<file path="src/rtl/cnn_pkg.sv">
// Shared definitions for the CNN layer scheduling blocks.
package cnn_pkg;

  localparam int unsigned OcWidthDefault = 4;

  typedef enum logic [2:0] {
    StIdle,
    StLoad,
    StLoadRel,
    StConvGo,
    StConvWait,
    StFinish
  } sched_state_e;

endpackage

</file>
<file path="src/rtl/conv_channel_sched.sv">
// Walks output channels 0..last_oc: four-phase kernel load, conv launch, wait, repeat.
module conv_channel_sched
  import cnn_pkg::*;
#(
  parameter int unsigned OC_W = OcWidthDefault
) (
  input  logic            clk,
  input  logic            rst,
  input  logic            start,
  input  logic [OC_W-1:0] last_oc,
  input  logic            abort,
  output logic            c_load,
  input  logic            c_load_done,
  output logic [OC_W-1:0] out_c,
  output logic            conv_start,
  input  logic            conv_done,
  output logic            busy,
  output logic            done,
  output logic            err
);

  sched_state_e    state_q;
  logic [OC_W-1:0] last_oc_q;
  logic [OC_W-1:0] out_c_q;
  logic            c_load_q;
  logic            conv_start_q;
  logic            busy_q;
  logic            done_q;
  logic            err_q;

  logic accept;
  logic err_set;

  assign accept  = (state_q == StIdle) && start;
  // Handshake inputs arriving where no transfer is outstanding are protocol errors.
  assign err_set = (conv_done && (state_q != StConvWait)) ||
                   (c_load_done && (state_q == StIdle));

  // Outputs are loaded alongside the state they belong to, so they leave flops directly.
  always_ff @(posedge clk) begin
    if (rst) begin
      state_q      <= StIdle;
      last_oc_q    <= '0;
      out_c_q      <= '0;
      c_load_q     <= 1'b0;
      conv_start_q <= 1'b0;
      busy_q       <= 1'b0;
      done_q       <= 1'b0;
      err_q        <= 1'b0;
    end else begin
      conv_start_q <= 1'b0;
      done_q       <= 1'b0;
      err_q        <= err_set | (err_q & ~accept);

      if ((state_q != StIdle) && abort) begin
        state_q  <= StIdle;
        c_load_q <= 1'b0;
        busy_q   <= 1'b0;
      end else begin
        case (state_q)
          StIdle: begin
            if (start) begin
              last_oc_q <= last_oc;
              out_c_q   <= '0;
              state_q   <= StLoad;
              c_load_q  <= 1'b1;
              busy_q    <= 1'b1;
            end
          end
          StLoad: begin
            if (c_load_done) begin
              state_q  <= StLoadRel;
              c_load_q <= 1'b0;
            end
          end
          StLoadRel: begin
            // Wait for the loader to drop its ack before launching the engine.
            if (!c_load_done) begin
              state_q      <= StConvGo;
              conv_start_q <= 1'b1;
            end
          end
          StConvGo: begin
            state_q <= StConvWait;
          end
          StConvWait: begin
            if (conv_done) begin
              if (out_c_q == last_oc_q) begin
                state_q <= StFinish;
                done_q  <= 1'b1;
              end else begin
                out_c_q  <= out_c_q + OC_W'(1);
                state_q  <= StLoad;
                c_load_q <= 1'b1;
              end
            end
          end
          StFinish: begin
            state_q <= StIdle;
            busy_q  <= 1'b0;
          end
          default: begin
            state_q  <= StIdle;
            c_load_q <= 1'b0;
            busy_q   <= 1'b0;
          end
        endcase
      end
    end
  end

  assign c_load     = c_load_q;
  assign out_c      = out_c_q;
  assign conv_start = conv_start_q;
  assign busy       = busy_q;
  assign done       = done_q;
  assign err        = err_q;

endmodule

</file>
<file path="config.mk">
export PLATFORM = sky130hd
export DESIGN_NAME = conv_channel_sched
export DESIGN_NICKNAME = d
export VERILOG_FILES = /design/src/rtl/cnn_pkg.sv /design/src/rtl/conv_channel_sched.sv
export SDC_FILE = /design/constraint.sdc
export NUM_CORES = 1
export LEC_CHECK = 0
export ABC_CLOCK_PERIOD_IN_PS = 4200
export CAP_MARGIN = 15
export CORE_AREA = 2 2 44 46
export DETAILED_ROUTE_END_ITERATION = 12
export DIE_AREA = 0 0 46 48
export PLACE_DENSITY_LB_ADDON = 0.15
export SKIP_LAST_GASP = 1
export SYNTH_ARGS = -nofsm -noshare
export SYNTH_HDL_FRONTEND = slang
export SYNTH_SLANG_ARGS = --single-unit
</file>
<file path="constraint.sdc">
create_clock -name clk -period 4.2 [get_ports clk]
set_clock_uncertainty 0.2 [all_clocks]
set_input_delay 0.84 -clock clk [delete_from_list [all_inputs] [get_ports clk]]
set_output_delay 0.84 -clock clk [all_outputs]
set_load 0.01 [all_outputs]
</file>
Word-level counts from Yosys, hierarchy flattened
Index checks and enable logic that the tools add are counted.
{"block": "totals", "in_bits": 10, "regBits": 16, "wordCells": 66}
{"block": "classes", "addsub": 1, "bitwise": 9, "n_eq_ne": 12, "reduce_logical": 18, "mux": 18}
{"cell": "$mux 3", "n": 5}
{"cell": "$pmux 3 s5", "n": 1}
{"cell": "$mux 4", "n": 3}
{"cell": "$ne 2x2->1 const B", "n": 5}
{"cell": "$reduce_and 5->1", "n": 2}
{"cell": "$pmux 4 s2", "n": 1}
{"cell": "$reduce_or 4->1", "n": 2}
{"cell": "$not 1->1", "n": 7}
{"cell": "$eq 3x2->1 const B", "n": 2}
{"cell": "$eq 3x3->1 const B", "n": 2}
{"cell": "$mux 1", "n": 6}
{"cell": "$reduce_or 3->1", "n": 2}
{"cell": "$add 4x1->4 const B", "n": 1}
{"cell": "$eq 4x4->1", "n": 1}
{"cell": "$logic_and 1x1->1", "n": 4}
{"cell": "$pmux 1 s4", "n": 1}
{"cell": "$reduce_and 4->1", "n": 1}
{"cell": "$eq 3x1->1 const B", "n": 1}
{"cell": "$logic_not 3->1", "n": 1}
{"cell": "$ne 3x3->1 const B", "n": 1}
{"cell": "$reduce_and 3->1", "n": 1}
{"cell": "$reduce_bool 3->1", "n": 1}
{"cell": "$pmux 1 s2", "n": 1}
{"cell": "$reduce_and 2->1", "n": 1}
{"cell": "5 further kinds", "n": 5}

Logic depth before layout (Yosys ltp)
{"block": "depth", "word_depth": 5, "ltp_mapped": 5, "depth_no_buf": 4}

Worst setup path after synthesis
No wires, ideal clock.
{"block": "synth_timing", "path_type": "input-to-reg", "from": "in start", "to": "reg err_q (netlist: err)", "setup_slack_ps": 2251, "setup_time_ps": 131, "path_buffers": 0, "t_required_ps": 3869, "cell_stages": 4, "arrival_time_ps": 1618, "path_cell_list": "nor4b_2 nor2b_1 nor3_1 nor3_1"}
{"block": "synth_via", "elab_chain_cells": 4}
{"element": "from (decl)", "line": "conv_channel_sched.sv:9", "rtl": "input logic start,"}
{"element": "$logic_and 1x1->1", "line": "conv_channel_sched.sv:34", "rtl": "assign accept = (state_q == StIdle) && start;"}
{"element": "$not 1->1", "line": "conv_channel_sched.sv:53", "rtl": "err_q <= err_set | (err_q & ~accept);"}
{"element": "$and 1x1->1", "line": "conv_channel_sched.sv:53"}
{"element": "$or 1x1->1", "line": "conv_channel_sched.sv:53"}
{"element": "to (signal assigned)", "line": "conv_channel_sched.sv:53"}
{"element": "to (decl)", "line": "conv_channel_sched.sv:29", "rtl": "logic err_q;"}
No other way between the ends.
A chain may end at the register's enable or synchronous reset.

Worst setup path after layout
{"block": "layout_timing", "from": "reg out_c_q[1] (netlist: out_c[1])", "to": "out out_c[1]"}
{"element": "from (decl)", "line": "conv_channel_sched.sv:24", "rtl": "logic [OC_W-1:0] out_c_q;"}
{"element": "from (signal assigned)", "line": "conv_channel_sched.sv:92", "rtl": "out_c_q <= out_c_q + OC_W'(1);"}
{"element": "to (decl)", "line": "conv_channel_sched.sv:14", "rtl": "output logic [OC_W-1:0] out_c,"}
No word-level cell between the ends.

==> flow_summary.ini <==
[logic_synthesis]
synth_seq_cells = 16
synth_edf_count = 0
synth-async-reset-ratio = 0
synthesis.instances = 98
ys_types = 36
ys_seq_area_frac = 0.384
synth_fp_nets = 109
yosys_warnings = 0
synth_ff_type = dfxtp_1
syn_area_um2 = 833
syn_area_per_cell_um2 = 8.50

[global_route]
grt_pass1_vias = 733
grt_use_total = 0.203
grt_pass1_wl_um = 3110
grt_max_degree = 19
antenna_found_initial = 0
grt_overflow_total = 0

[cells_and_area]
multi_input_comb_area_um2 = 479
antennaDiodeCount = 0
area_delta_synth_final_pct = 26.3
seq_area_um2 = 320
fin_area_mm2 = 0.00105
final_cell_mix = clkdlybuf4s50_1, dfxtp_1, nand2_1, nor2_1, a21oi_1
nets = 127
mostFrequentLayoutCell = clkdlybuf4s50_1
final-instance-count-excl-fill = 132
drive_gt1_frac = 0.0870
fillers = 146

[clock_network]
cts_root_buf = clkbuf_4
hold_buffers = 0
cts_setup_buffers = 0
cts_buffers = 3
clockBufferDepth = 2
clock_sinks = 16
clock_latency_ps = 290
cts-resized-gates = 0
clk_pin_slew_worst_paths_ps = 100
ctsHtreeMaxLevel = 1
tritoncts = built

[detailed_routing]
wire_per_inst_um = 13.6
drc = 0
drt_iter0_markers = 27
drt_first_pass_iters = 4
drt-total-wl_um = 1790
via_per_inst = 5.93
vias = 783
ant_nets = 0

[worst_setup_path]
endpoint_kind = output port
cpPeakStageDelay_ps = 590
critPathTopFamily = buffers and inverters
critical_path_class = reg -> out
crit_buf_inv = 1
cp_cell_sequence = clkdlybuf4s50_1
cp-start-kind = register
critPathArrivalTime_ps = 1340
crit_slowest_cell = clkdlybuf4s50_1
cp_max_fo = 6
required_ps = 3160

[power_and_ir_drop]
p_seq_frac = 0.457
power.density_mw_per_mm2 = 388
p_int_uw = 277
p_sw_uw = 131
switching_share = 0.321
clockPowerShare = 0.255
combPwrFrac = 0.287
ir_drop_v = 0.000231
leakagePower_uw = 0.000395
total_power_uw = 409

[timing]
setup_ws_ps = 1820
relSlewSlack = 0.376
fin_crit_sh = 0.566
report.final.slew_viol_count = 0
fin_setup_tns_ps = 0
final-hold-violation-count = 0
fin_crit_ps = 2380
setup_viol = 0
tightest_slew_ps = 924
rsz0062_at_grt = false
fmax_mhz = 420

[run]
maxCapViolCount = 0

[place]
post-place-ws_ps = 1520
dp_hpwl_um = 1330
place_area_mm2 = 0.00102
io_buffers = 18
routabilityCongestion = 0.832
dpl.cell_count = 128

[die]
start_util = 0.493
core_area_mm2 = 0.00169
die_y_um = 48
die_w_um = 46
num_rows = 15
pin_count = 19
dieArea_mm2 = 0.00221

[status]
run_status = finished clean

[min_path]
hp-class = reg -> reg
[power groups by stage]
stage | sequential (uW) | clock [uW] | combinational, uW
3_5_place_dp | 190 | 0 | 116
2_1_floorplan | 179 | 0 | 89.1
4_1_cts | 187 | 106 | 117
3_3_place_gp | 190 | 0 | 116
6_report | 187 | 104 | 117
5_1_grt | 191 | 114 | 131
[final timing paths]
| path | start | endpoint | slack [ps] | depth (start not counted) |
|---|---|---|---|---|
| setup / recovery | out_c[1] | out_c[1] | 1820 | 1 |
| hold / removal | c_load | c_load | 310 | 2 |
| setup reg to reg | out_c[0] | out_c[3] | 2100 | 4 |
| hold reg to reg | c_load | c_load | 310 | 2 |
[cell type report]
cell class              instances  share of cell area
well taps                      17              0.0202
flip-flops and latches         16               0.304
multi-input cells              73               0.455
repair buffers                 18               0.171
inverters                       4              0.0143
clock buffers                   4              0.0345
[sequential cells by signal, indices dropped and copies added, names as in the netlist]
register    count
busy            1
state_q         3
conv_start      1
c_load          1
out_c           4
done            1
err             1
last_oc_q       4
[synth_stat cells (2+ instances only)]
cell type	number	share of area
nand3_1	4	0.024
o21ai_0	3	0.018
nand2b_1	2	0.015
or4_1	2	0.018
xor2_1	4	0.042
nor2b_1	2	0.015
or2_2	2	0.015
mux2i_1	4	0.048
o211ai_1	2	0.018
nor3_1	4	0.024
nor2_1	8	0.036
nand2_1	8	0.036
inv_1	4	0.018
clkbuf_1	3	0.014
a31oi_1	2	0.015
buf_1	2	0.0090
a21oi_1	7	0.042
a211oi_1	2	0.018
dfxtp_1	16	0.38
[metrics by stage]
| step | utilization | hold slack [ps] |
|---|---|---|
| after floorplan | - | 280 |
| after global placement | 0.601 | 281 |
| after detailed placement | 0.601 | 282 |
| after CTS | 0.623 | 311 |
| after global routing | 0.623 | 330 |
| final | 0.623 | 307 |
[tightest hold or removal path: cells and delay by family, from the launching register on]
kind	cells	cell delay, ps
AO/OA/AOI/OAI	1	60
flip-flops	1	340
AND/OR/NAND/NOR	1	70
[metal layers]
metal  share of wire  global-route usage  vias up
met5               0                   0        -
li1                -                   -      396
met2            0.46               0.328       23
met1            0.49               0.256      360
met3           0.036              0.0340        4
met4           0.021               0.114        0
[logic make-up after synthesis]
| family | count (synthesis) | synth area share |
|---|---|---|
| xor gates and xnor gates | 4 | 0.0420 |
| adders and majority gates | 1 | 0.0150 |
| buffers and inverters | 9 | 0.0405 |
| muxes | 4 | 0.0480 |
| DFF | 16 | 0.384 |
| AOI/OAI and AO/OA | 26 | 0.221 |
| and+or+nand+nor | 38 | 0.249 |
Note: power is estimated with default switching activity, not from simulation.
